===== src/rtl/zl_ts_null_mux_pkg.sv =====
// Shared TS framing constants and the scheduler state type for the null-packet mux.
// The randomizer stage relies on the same sync byte, packet length and null PID.
package zl_ts_null_mux_pkg;

    localparam logic [7:0]  SYNC_BYTE     = 8'h47;
    localparam int          TS_PACKET_LEN = 188;
    localparam logic [12:0] NULL_PID      = 13'h1FFF;
    localparam logic [7:0]  NULL_FILL     = 8'hFF;
    localparam logic [7:0]  NULL_HDR3     = 8'h10;
    localparam int          CNT_WIDTH     = 16;

    typedef enum logic [1:0] {
        S_BOUNDARY = 2'd0,
        S_SRC      = 2'd1,
        S_NULL     = 2'd2
    } state_e;

endpackage


===== src/rtl/zl_ts_null_mux_null_gen.sv =====
// Null-packet byte lookup: maps a position inside the packet to the generated byte.
module zl_ts_null_gen
    import zl_ts_null_mux_pkg::*;
#(
    parameter logic [12:0] Null_pid  = NULL_PID,
    parameter logic [7:0]  Null_fill = NULL_FILL
) (
    input  logic [7:0] byte_count,
    output logic [7:0] null_byte
);

    // Header bytes come first; position 3 carries payload-only, adaptation field absent.
    always_comb begin
        null_byte = Null_fill;
        case (byte_count)
            8'd0:    null_byte = SYNC_BYTE;
            8'd1:    null_byte = {3'b000, Null_pid[12:8]};
            8'd2:    null_byte = Null_pid[7:0];
            8'd3:    null_byte = NULL_HDR3;
            default: null_byte = Null_fill;
        endcase
    end

endmodule


===== src/rtl/zl_ts_null_mux.sv =====
// Packet-boundary scheduler: forwards aligned source packets or inserts null packets
// so the constant-rate modulator is never starved; a started packet always completes.
module zl_ts_null_mux
    import zl_ts_null_mux_pkg::*;
#(
    parameter int          Packet_len = TS_PACKET_LEN,
    parameter logic [12:0] Null_pid   = NULL_PID,
    parameter logic [7:0]  Null_fill  = NULL_FILL,
    parameter int          Cnt_width  = CNT_WIDTH
) (
    input  logic                 clk,
    input  logic                 rst_n,
    input  logic                 null_en,
    input  logic                 data_in_req,
    output logic                 data_in_ack,
    input  logic [7:0]           data_in,
    output logic                 data_out_req,
    input  logic                 data_out_ack,
    output logic [7:0]           data_out,
    output logic [Cnt_width-1:0] src_pkt_cnt,
    output logic [Cnt_width-1:0] null_pkt_cnt,
    output logic [Cnt_width-1:0] drop_byte_cnt
);

    localparam logic [7:0] LAST_IDX = 8'(Packet_len - 1);

    function automatic logic [Cnt_width-1:0] sat_inc(input logic [Cnt_width-1:0] v);
        if (v == {Cnt_width{1'b1}}) begin
            return v;
        end else begin
            return v + {{(Cnt_width-1){1'b0}}, 1'b1};
        end
    endfunction

    state_e               state_r;
    logic [7:0]           byte_count_r;
    logic [Cnt_width-1:0] src_cnt_r;
    logic [Cnt_width-1:0] null_cnt_r;
    logic [Cnt_width-1:0] drop_cnt_r;

    logic       out_req_s;
    logic       in_ack_s;
    logic [7:0] out_byte_s;
    logic       src_sel_s;
    logic       drop_s;
    logic       xfer_s;
    logic [7:0] null_byte_s;

    zl_ts_null_gen #(
        .Null_pid  (Null_pid),
        .Null_fill (Null_fill)
    ) u_null_gen (
        .byte_count (byte_count_r),
        .null_byte  (null_byte_s)
    );

    // Output mux and handshake; at a boundary the choice is re-made every cycle until a byte moves.
    always_comb begin
        out_req_s  = 1'b0;
        in_ack_s   = 1'b0;
        out_byte_s = 8'h00;
        src_sel_s  = 1'b0;
        drop_s     = 1'b0;
        case (state_r)
            S_BOUNDARY: begin
                if (data_in_req && (data_in == SYNC_BYTE)) begin
                    out_req_s  = 1'b1;
                    in_ack_s   = data_out_ack;
                    out_byte_s = data_in;
                    src_sel_s  = 1'b1;
                end else if (data_in_req) begin
                    in_ack_s = 1'b1;
                    drop_s   = 1'b1;
                end else if (null_en) begin
                    out_req_s  = 1'b1;
                    out_byte_s = SYNC_BYTE;
                end else begin
                    out_req_s = 1'b0;
                end
            end
            S_SRC: begin
                out_req_s  = data_in_req;
                in_ack_s   = data_in_req && data_out_ack;
                out_byte_s = data_in;
            end
            S_NULL: begin
                out_req_s  = 1'b1;
                out_byte_s = null_byte_s;
            end
            default: begin
                out_req_s = 1'b0;
            end
        endcase
    end

    assign xfer_s        = out_req_s && data_out_ack;
    assign data_out_req  = out_req_s;
    assign data_in_ack   = in_ack_s;
    assign data_out      = out_byte_s;
    assign src_pkt_cnt   = src_cnt_r;
    assign null_pkt_cnt  = null_cnt_r;
    assign drop_byte_cnt = drop_cnt_r;

    // Packet FSM, byte position and saturating statistics.
    always_ff @(posedge clk or negedge rst_n) begin
        if (!rst_n) begin
            state_r      <= S_BOUNDARY;
            byte_count_r <= 8'd0;
            src_cnt_r    <= {Cnt_width{1'b0}};
            null_cnt_r   <= {Cnt_width{1'b0}};
            drop_cnt_r   <= {Cnt_width{1'b0}};
        end else begin
            if (drop_s) begin
                drop_cnt_r <= sat_inc(drop_cnt_r);
            end
            case (state_r)
                S_BOUNDARY: begin
                    if (xfer_s) begin
                        state_r      <= src_sel_s ? S_SRC : S_NULL;
                        byte_count_r <= 8'd1;
                    end
                end
                S_SRC, S_NULL: begin
                    if (xfer_s) begin
                        if (byte_count_r == LAST_IDX) begin
                            byte_count_r <= 8'd0;
                            state_r      <= S_BOUNDARY;
                            if (state_r == S_SRC) begin
                                src_cnt_r <= sat_inc(src_cnt_r);
                            end else begin
                                null_cnt_r <= sat_inc(null_cnt_r);
                            end
                        end else begin
                            byte_count_r <= byte_count_r + 8'd1;
                        end
                    end
                end
                default: begin
                    state_r      <= S_BOUNDARY;
                    byte_count_r <= 8'd0;
                end
            endcase
        end
    end

endmodule


===== config.mk =====
export PLATFORM = sky130hd
export DESIGN_NAME = zl_ts_null_mux
export DESIGN_NICKNAME = d
export VERILOG_FILES = /design/src/rtl/zl_ts_null_mux_pkg.sv /design/src/rtl/zl_ts_null_mux_null_gen.sv /design/src/rtl/zl_ts_null_mux.sv
export SDC_FILE = /design/constraint.sdc
export NUM_CORES = 1
export LEC_CHECK = 0
export CAP_MARGIN = 30
export CORE_MARGIN = 2
export CORE_UTILIZATION = 52
export DETAILED_ROUTE_END_ITERATION = 12
export GPL_TIMING_DRIVEN = 0
export PLACE_DENSITY = 0.83
export SLEW_MARGIN = 10
export SYNTH_ARGS = -nofsm -noshare
export SYNTH_HDL_FRONTEND = slang
export SYNTH_HIERARCHICAL = 1
export SYNTH_SLANG_ARGS = --single-unit

===== constraint.sdc =====
create_clock -name clk -period 3 [get_ports clk]
set_input_delay 0.9 -clock clk [delete_from_list [all_inputs] [get_ports clk]]
set_output_delay 0.9 -clock clk [all_outputs]
set_load 0.01 [all_outputs]

==> results of run 1 <==
==> critical path: cells and delay by family <==
kind,cells,cell delay [ns]
buf+inv,4,0.49
compound gates,2,0.33
simple gates,3,0.45
==> layer usage <==
metal	track usage, %	wire length, um
met1	33.1	3770
met2	39.1	4140
met3	2.82	384
met4	9.24	127
met5	0	0
==> flip-flops by register name, summed over array words and instances (netlist names) <==
signal and count:
src_pkt_cnt 16, state_r 2, null_pkt_cnt 16, drop_byte_cnt 16
byte_count_r 8
==> report_power, final <==
group	leakage [uW]	switching (uW)	internal, uW
Combinational	0.00108	143	156
Sequential	0.000792	59.9	816
Clock	0.0000962	287	399
==> how the worst min path moves through the flow <==
stage | startpoint | endpoint | slack, ns
6_report | src_pkt_cnt[13] | src_pkt_cnt[13] | 0.50
4_1_cts | src_pkt_cnt[13] | src_pkt_cnt[13] | 0.50
5_1_grt | drop_byte_cnt[9] | drop_byte_cnt[9] | 0.52
3_5_place_dp | src_pkt_cnt[13] | src_pkt_cnt[13] | 0.49
3_3_place_gp | src_pkt_cnt[7] | src_pkt_cnt[7] | 0.48
2_1_floorplan | drop_byte_cnt[10] | drop_byte_cnt[10] | 0.52
==> cell type report <==
cell class | instances | area (um^2) | area share, %
well taps | 77 | 96.3 | 2.12
flip-flops and latches | 58 | 1460 | 32.1
plain buffers | 11 | 87.6 | 1.93
clock inverters | 3 | 40.0 | 0.883
multi-input cells | 263 | 1920 | 42.3
inverters | 10 | 37.5 | 0.827
repair buffers | 84 | 758 | 16.7
clock buffers | 12 | 145 | 3.20
==> timing repair <==
action	in CTS	in global routing
resized for setup	72	16
buffers inserted	9	5
cloned	0	0
pin swaps	8	4
setup endpoints to repair	10	7
==> cells in the mapped netlist (all sizes together), types with 6 or more instances <==
cell type   n  area share, %
xor2        9            2.3
nor3       11            1.8
nor2       23            2.6
o211ai      6            1.5
buf         8            1.8
nand4      20            3.7
dfrtp      58             42
xnor2      35            9.0
nand3      36            5.3
mux2        6            2.2
a21oi       8            1.5
and2        6            1.1
nand2      27            3.0
inv        10            1.1
ha          8            2.9
and3       12            2.2
==> metrics by stage <==
step                instance area [um^2]  setup WS (ns)
finish                              4540        -0.0727
floorplan                           3420         0.0945
global placement                    4220          -1.15
global route                        4540         -0.122
detailed placement                  4220          -1.17
CTS                                 4480        -0.0907
==> cell families (layout without fill, tap and decap cells) <==
logic type,after synthesis,count (layout),share of synthesized area [%]
compound gates,50,50,12.8
xor+xnor,44,44,11.3
fa+ha+maj,8,8,2.92
buf+inv,22,120,3.29
flops,58,58,42.4
mux,8,8,2.78
simple gates,153,153,24.5
==> metrics.csv, run 1 <==
stage,metric,value,unit
cells_and_area,syn_to_final_growth,32.5,%
synthesis,synth_cells,343,
placed_design,dp.cells,490,
global_routing,antenna_found_initial,0,
setup_path,path_cells,buf_6 -> nand4bb_4 -> nor2_4 -> nand2_2 -> a211oi_4 -> buf_4 -> buf_6 -> o2bb2ai_2 -> buf_2,
routing,drc,0,
setup_path,worstSetupPathType,primary input to output port,
clocking,clk_pin_slew,0.06,ns
cells_and_area,antenna_cells,0,
placed_design,dp_hpwl,5940,um
global_routing,grt_pass1_vias,2974,
setup_path,worstPathMaxFanout,3,
placed_design,finalWeightedCongestion,0.869,
sta,report.final.slew_viol_count,0,
synthesis,yosysWarnings,6,
floorplan,io_pins,71,
clocking,cts_sinks,58,
placed_design,portBuffers,70,
sta,hold_violations,0,
synthesis,ys_types,60,
run_status,status,finished with violations,
synthesis,synthArstFlopShare,100,%
sta,setup_violations,3,
sta,timing.final.ws_setup,-0.0727,ns
synthesis,seq_area_frac_synth,42.4,%
synthesis,ys.flop_type,dfrtp_1,
floorplan,die_w,85.1,um
pwr,power_density,410,nW/um^2
synthesis,synth_enable_flop_cells,0,
worst_hold_path,hold_path_depth,1,
floorplan,rows,29,
setup_path,crit_top_cell,buf_6,
floorplan,initial_utilization,53.9,%
setup_path,critPathMaxStageDelay,0.25,ns
global_routing,grt_overflow_total,0,
setup_path,critPathCapture,data_out[2],
cells_and_area,final_common_cell,dfrtp_1,
global_routing,grt_max_degree,59,
clocking,hold_buffers,0,
sta,relSlewSlack,47.5,%
cells_and_area,drive_gt1_share,19.3,%
routing,avgViaCountPerCell,5.76,
sta,clock.fmax,325,MHz
clocking,cts_buffers,9,
clocking,cts_tree,done,
run_status,violations,negative setup slack,
sta,hold_ws,0.496,ns
sta,min_period,3.07,ns
routing,first_pass_iters,5,
job,cap_viol_max_count,0,
clocking,insertion_delay,0.33,ns
cells_and_area,layout_common_cells,"dfrtp_1, clkdlybuf4s50_1, nand3_1",
global_routing,grt_usage,24.0,%
setup_path,crit_start,data_in[7],
clocking,cts_root_buf,clkbuf_8,
worst_hold_path,hold_class,flop to flop,
cells_and_area,layout.nets,458,
synthesis,avgSynthCellArea,9.98,um^2
floorplan,die_area,7250,um^2
pwr,p_leak,0.00197,uW
synthesis,ys_ff_latch,58,
sta,fin_tns_setup,-0.140,ns
clocking,cts_buffer_depth,2,
sta,grt_setup_unrepaired,true,
pwr,total_power,1860,uW
setup_path,critPathSlowestCell,a211oi_4,
sta,skew,0.0106,ns
setup_path,crit_arrival,2.17,ns
floorplan,die_h,85.1,um
setup_path,r2r_slack,0.56,ns
routing,wl_per_cell,16.2,um
cells_and_area,fin_util,71.4,%
pwr,ir_drop,0.000277,V
synthesis,synth_area,3420,um^2
global_routing,grt_pass1_wl,14100,um
floorplan,coreArea,6350,um^2
routing,vias,2986,
routing,ant_nets,0,
routing,drt_wl_total,8420,um
synthesis,synth_fp_nets,364,
sta,worst_pin_slew,0.781,ns
setup_path,cp-end-kind,output port,
setup_path,crit_path_start_kind,primary input,
cells_and_area,fin_cells,518,
setup_path,required,2.10,ns
clocking,htreeDepth,3,
setup_path,r2r_end,src_pkt_cnt[12],
setup_path,reg2reg_depth,10,
setup_path,rr_startpoint,state_r[1],
cells_and_area,nFillCells,454,
routing,drtIter0Drc,180,
sta,period_share,102,%
Note: power is estimated with default switching activity, not from simulation.
==> run 2: changes to the inputs <==
--- a/config.mk
+++ b/config.mk
@@ -7,10 +7,10 @@
 export LEC_CHECK = 0
 export CAP_MARGIN = 30
 export CORE_MARGIN = 2
-export CORE_UTILIZATION = 52
+export CORE_UTILIZATION = 50
 export DETAILED_ROUTE_END_ITERATION = 12
 export GPL_TIMING_DRIVEN = 0
-export PLACE_DENSITY = 0.83
+export PLACE_DENSITY = 0.8
 export SLEW_MARGIN = 10
 export SYNTH_ARGS = -nofsm -noshare
 export SYNTH_HDL_FRONTEND = slang
==> run 2 against run 1 <==
  * The run still ends with negative setup slack left
  * Power rose by 7.6%
  * Clock skew fell by 0.0015 ns
  * Setup slack improved by 0.021 ns
  * Clock power rose by 17%
  * Non-clock buffer count rose by 5
  * Flip-flop and latch count did not move
  * Critical endpoint is now data_out[0]
==> metrics.csv, run 2 (synthesis gave the netlist of run 1 again) <==
stage,metric,value,unit,change
run_status,status,finished with violations,,
run_status,violations,negative setup slack,,
placed_design,dp.cells,493,,+0.61%
global_routing,grt_max_degree,59,,unchanged
sta,hold_violations,0,,unchanged
cells_and_area,syn_to_final_growth,36.1,%,
floorplan,die_area,7520,um^2,+3.8%
sta,timing.final.ws_setup,-0.0520,ns,+0.0207 ns
floorplan,coreArea,6720,um^2,+5.8%
cells_and_area,fin_util,69.3,%,-2.1 points
routing,drtIter0Drc,189,,+5.0%
cells_and_area,final_cell_area,4660,um^2,+2.7%
placed_design,portBuffers,70,,unchanged
setup_path,worstPathMaxFanout,4,,+1
routing,first_pass_iters,4,,-1
cells_and_area,layout.nets,463,,+1.1%
floorplan,io_pins,71,,unchanged
floorplan,die_w,86.7,um,+1.9%
sta,setup_violations,3,,unchanged
placed_design,place_ws,-1.24,ns,-0.0697 ns
setup_path,required,2.10,ns,about the same
pwr,power_density,430,nW/um^2,+4.8%
clocking,cts_sinks,58,,unchanged
cells_and_area,final_common_cell,dfrtp_1,,
routing,wl_per_cell,15.8,um,-2.5%
global_routing,grt_overflow_total,0,,unchanged
sta,grt_setup_unrepaired,true,,
global_routing,grt_pass1_wl,13700,um,-2.6%
global_routing,grt_usage,23.0,%,-1.0 points
pwr,p_leak,0.00201,uW,+2.1%
floorplan,rows,30,,+3.4%
sta,min_period,3.05,ns,-0.0207 ns
routing,ant_nets,0,,unchanged
pwr,ir_drop,0.000286,V,+3.0%
clocking,htreeDepth,3,,unchanged
setup_path,crit_arrival,2.15,ns,-0.02 ns
worst_hold_path,hold_class,flop to flop,,
sta,period_share,102,%,-0.69 points
cells_and_area,drive_gt1_share,22.6,%,+3.4 points
sta,worst_pin_slew,0.726,ns,-0.0553 ns
clocking,clk_pin_slew,0.07,ns,about the same
cells_and_area,multi_input_area,1960,um^2,+2.3%
clocking,cts_buffers,9,,unchanged
routing,drt_wl_total,8330,um,-1.0%
routing,drc,0,,unchanged
setup_path,cp-end-kind,output port,,
cells_and_area,layout_common_cells,"dfrtp_1, clkdlybuf4s50_1, nand3_1, xnor2_1, nand2_1",,
floorplan,initial_utilization,50.9,%,-3.0 points
sta,report.final.slew_viol_count,0,,unchanged
routing,vias,3016,,+1.0%
sta,clock.fmax,328,MHz,+0.68%
job,cap_viol_max_count,0,,unchanged
pwr,total_power,2000,uW,+7.6%
clocking,cts_root_buf,clkbuf_8,,
global_routing,antenna_found_initial,0,,unchanged
routing,avgViaCountPerCell,5.73,,-0.53%
setup_path,crit_path_start_kind,primary input,,
sta,skew,0.00909,ns,-0.00153 ns
placed_design,dp_hpwl,5680,um,-4.4%
clocking,insertion_delay,0.33,ns,about the same
clocking,cts_buffer_depth,2,,unchanged
clocking,cts_tree,done,,
cells_and_area,fin_cells,526,,+1.5%
sta,relSlewSlack,51.2,%,+3.7 points
placed_design,post_dp_cell_area,4220,um^2,about the same
cells_and_area,register_area,1460,um^2,unchanged
placed_design,finalWeightedCongestion,0.835,,-4.0%
setup_path,worstSetupPathType,primary input to output port,,
cells_and_area,nFillCells,516,,+14%
cells_and_area,antenna_cells,0,,unchanged
floorplan,die_h,86.7,um,+1.9%
global_routing,grt_pass1_vias,2927,,-1.6%
[run 2: repair_timing]
action | CTS | global route
setup endpoints to repair | 10 | 8
buffers inserted | 12 | 8
resized for setup | 78 | 22
pin swaps | 10 | 9
endpoints found under the hold margin | 0 | 0
hold buffers | 0 | 0
[run 2: routing by layer]
metal  share of wire, %  GRT usage [%]  up-vias
met1                 45           31.3     1489
met2                 48           35.7       80
met5                  0              0        -
met4                1.9           9.80        0
li1                   -              -     1433
met3                4.5           4.86       14
[run 2: final timing paths]
check	from	to	slack (ns)	depth (start not counted)
min in group asynchronous	rst_n	src_pkt_cnt[13]	0.61	1
min	src_pkt_cnt[13]	src_pkt_cnt[13]	0.49	1
max reg2reg	state_r[1]	src_pkt_cnt[1]	0.68	9
min reg2reg	src_pkt_cnt[13]	src_pkt_cnt[13]	0.49	1
max in group asynchronous	rst_n	byte_count_r[6]	1.84	1
max	data_in[7]	data_out[0]	-0.05	8
[run 2: where the power goes]
part / switching (uW) / internal, uW
logic: 152 / 171
clock network: 296 / 510
registers: 58.4 / 816
[run 2: critical path: stages]
cell and delay (ns):
buf_6 0.09, nand4bb_4 0.25, nor2_4 0.15, nand2_2 0.08, a211oi_4 0.27, buf_4 0.16
o2bb2ai_2 0.09, buf_2 0.14
[run 2: cell type report]
class	instances	area share (%)
repair buffers	90	17.3
inverters	10	0.806
clock inverters	2	1.29
clock buffers	13	3.41
well taps	80	2.15
flip-flops and latches	58	31.2
plain buffers	10	1.72
multi-input cells	263	42.1
[run 2: per-stage QoR]
step / hold WS, ns / setup TNS, ns
floorplan: 0.519 / 0
global placement: 0.480 / -51.96
detailed placement: 0.486 / -6.93
CTS: 0.499 / -0.130
global route: 0.511 / -0.335
finish: 0.495 / -0.102
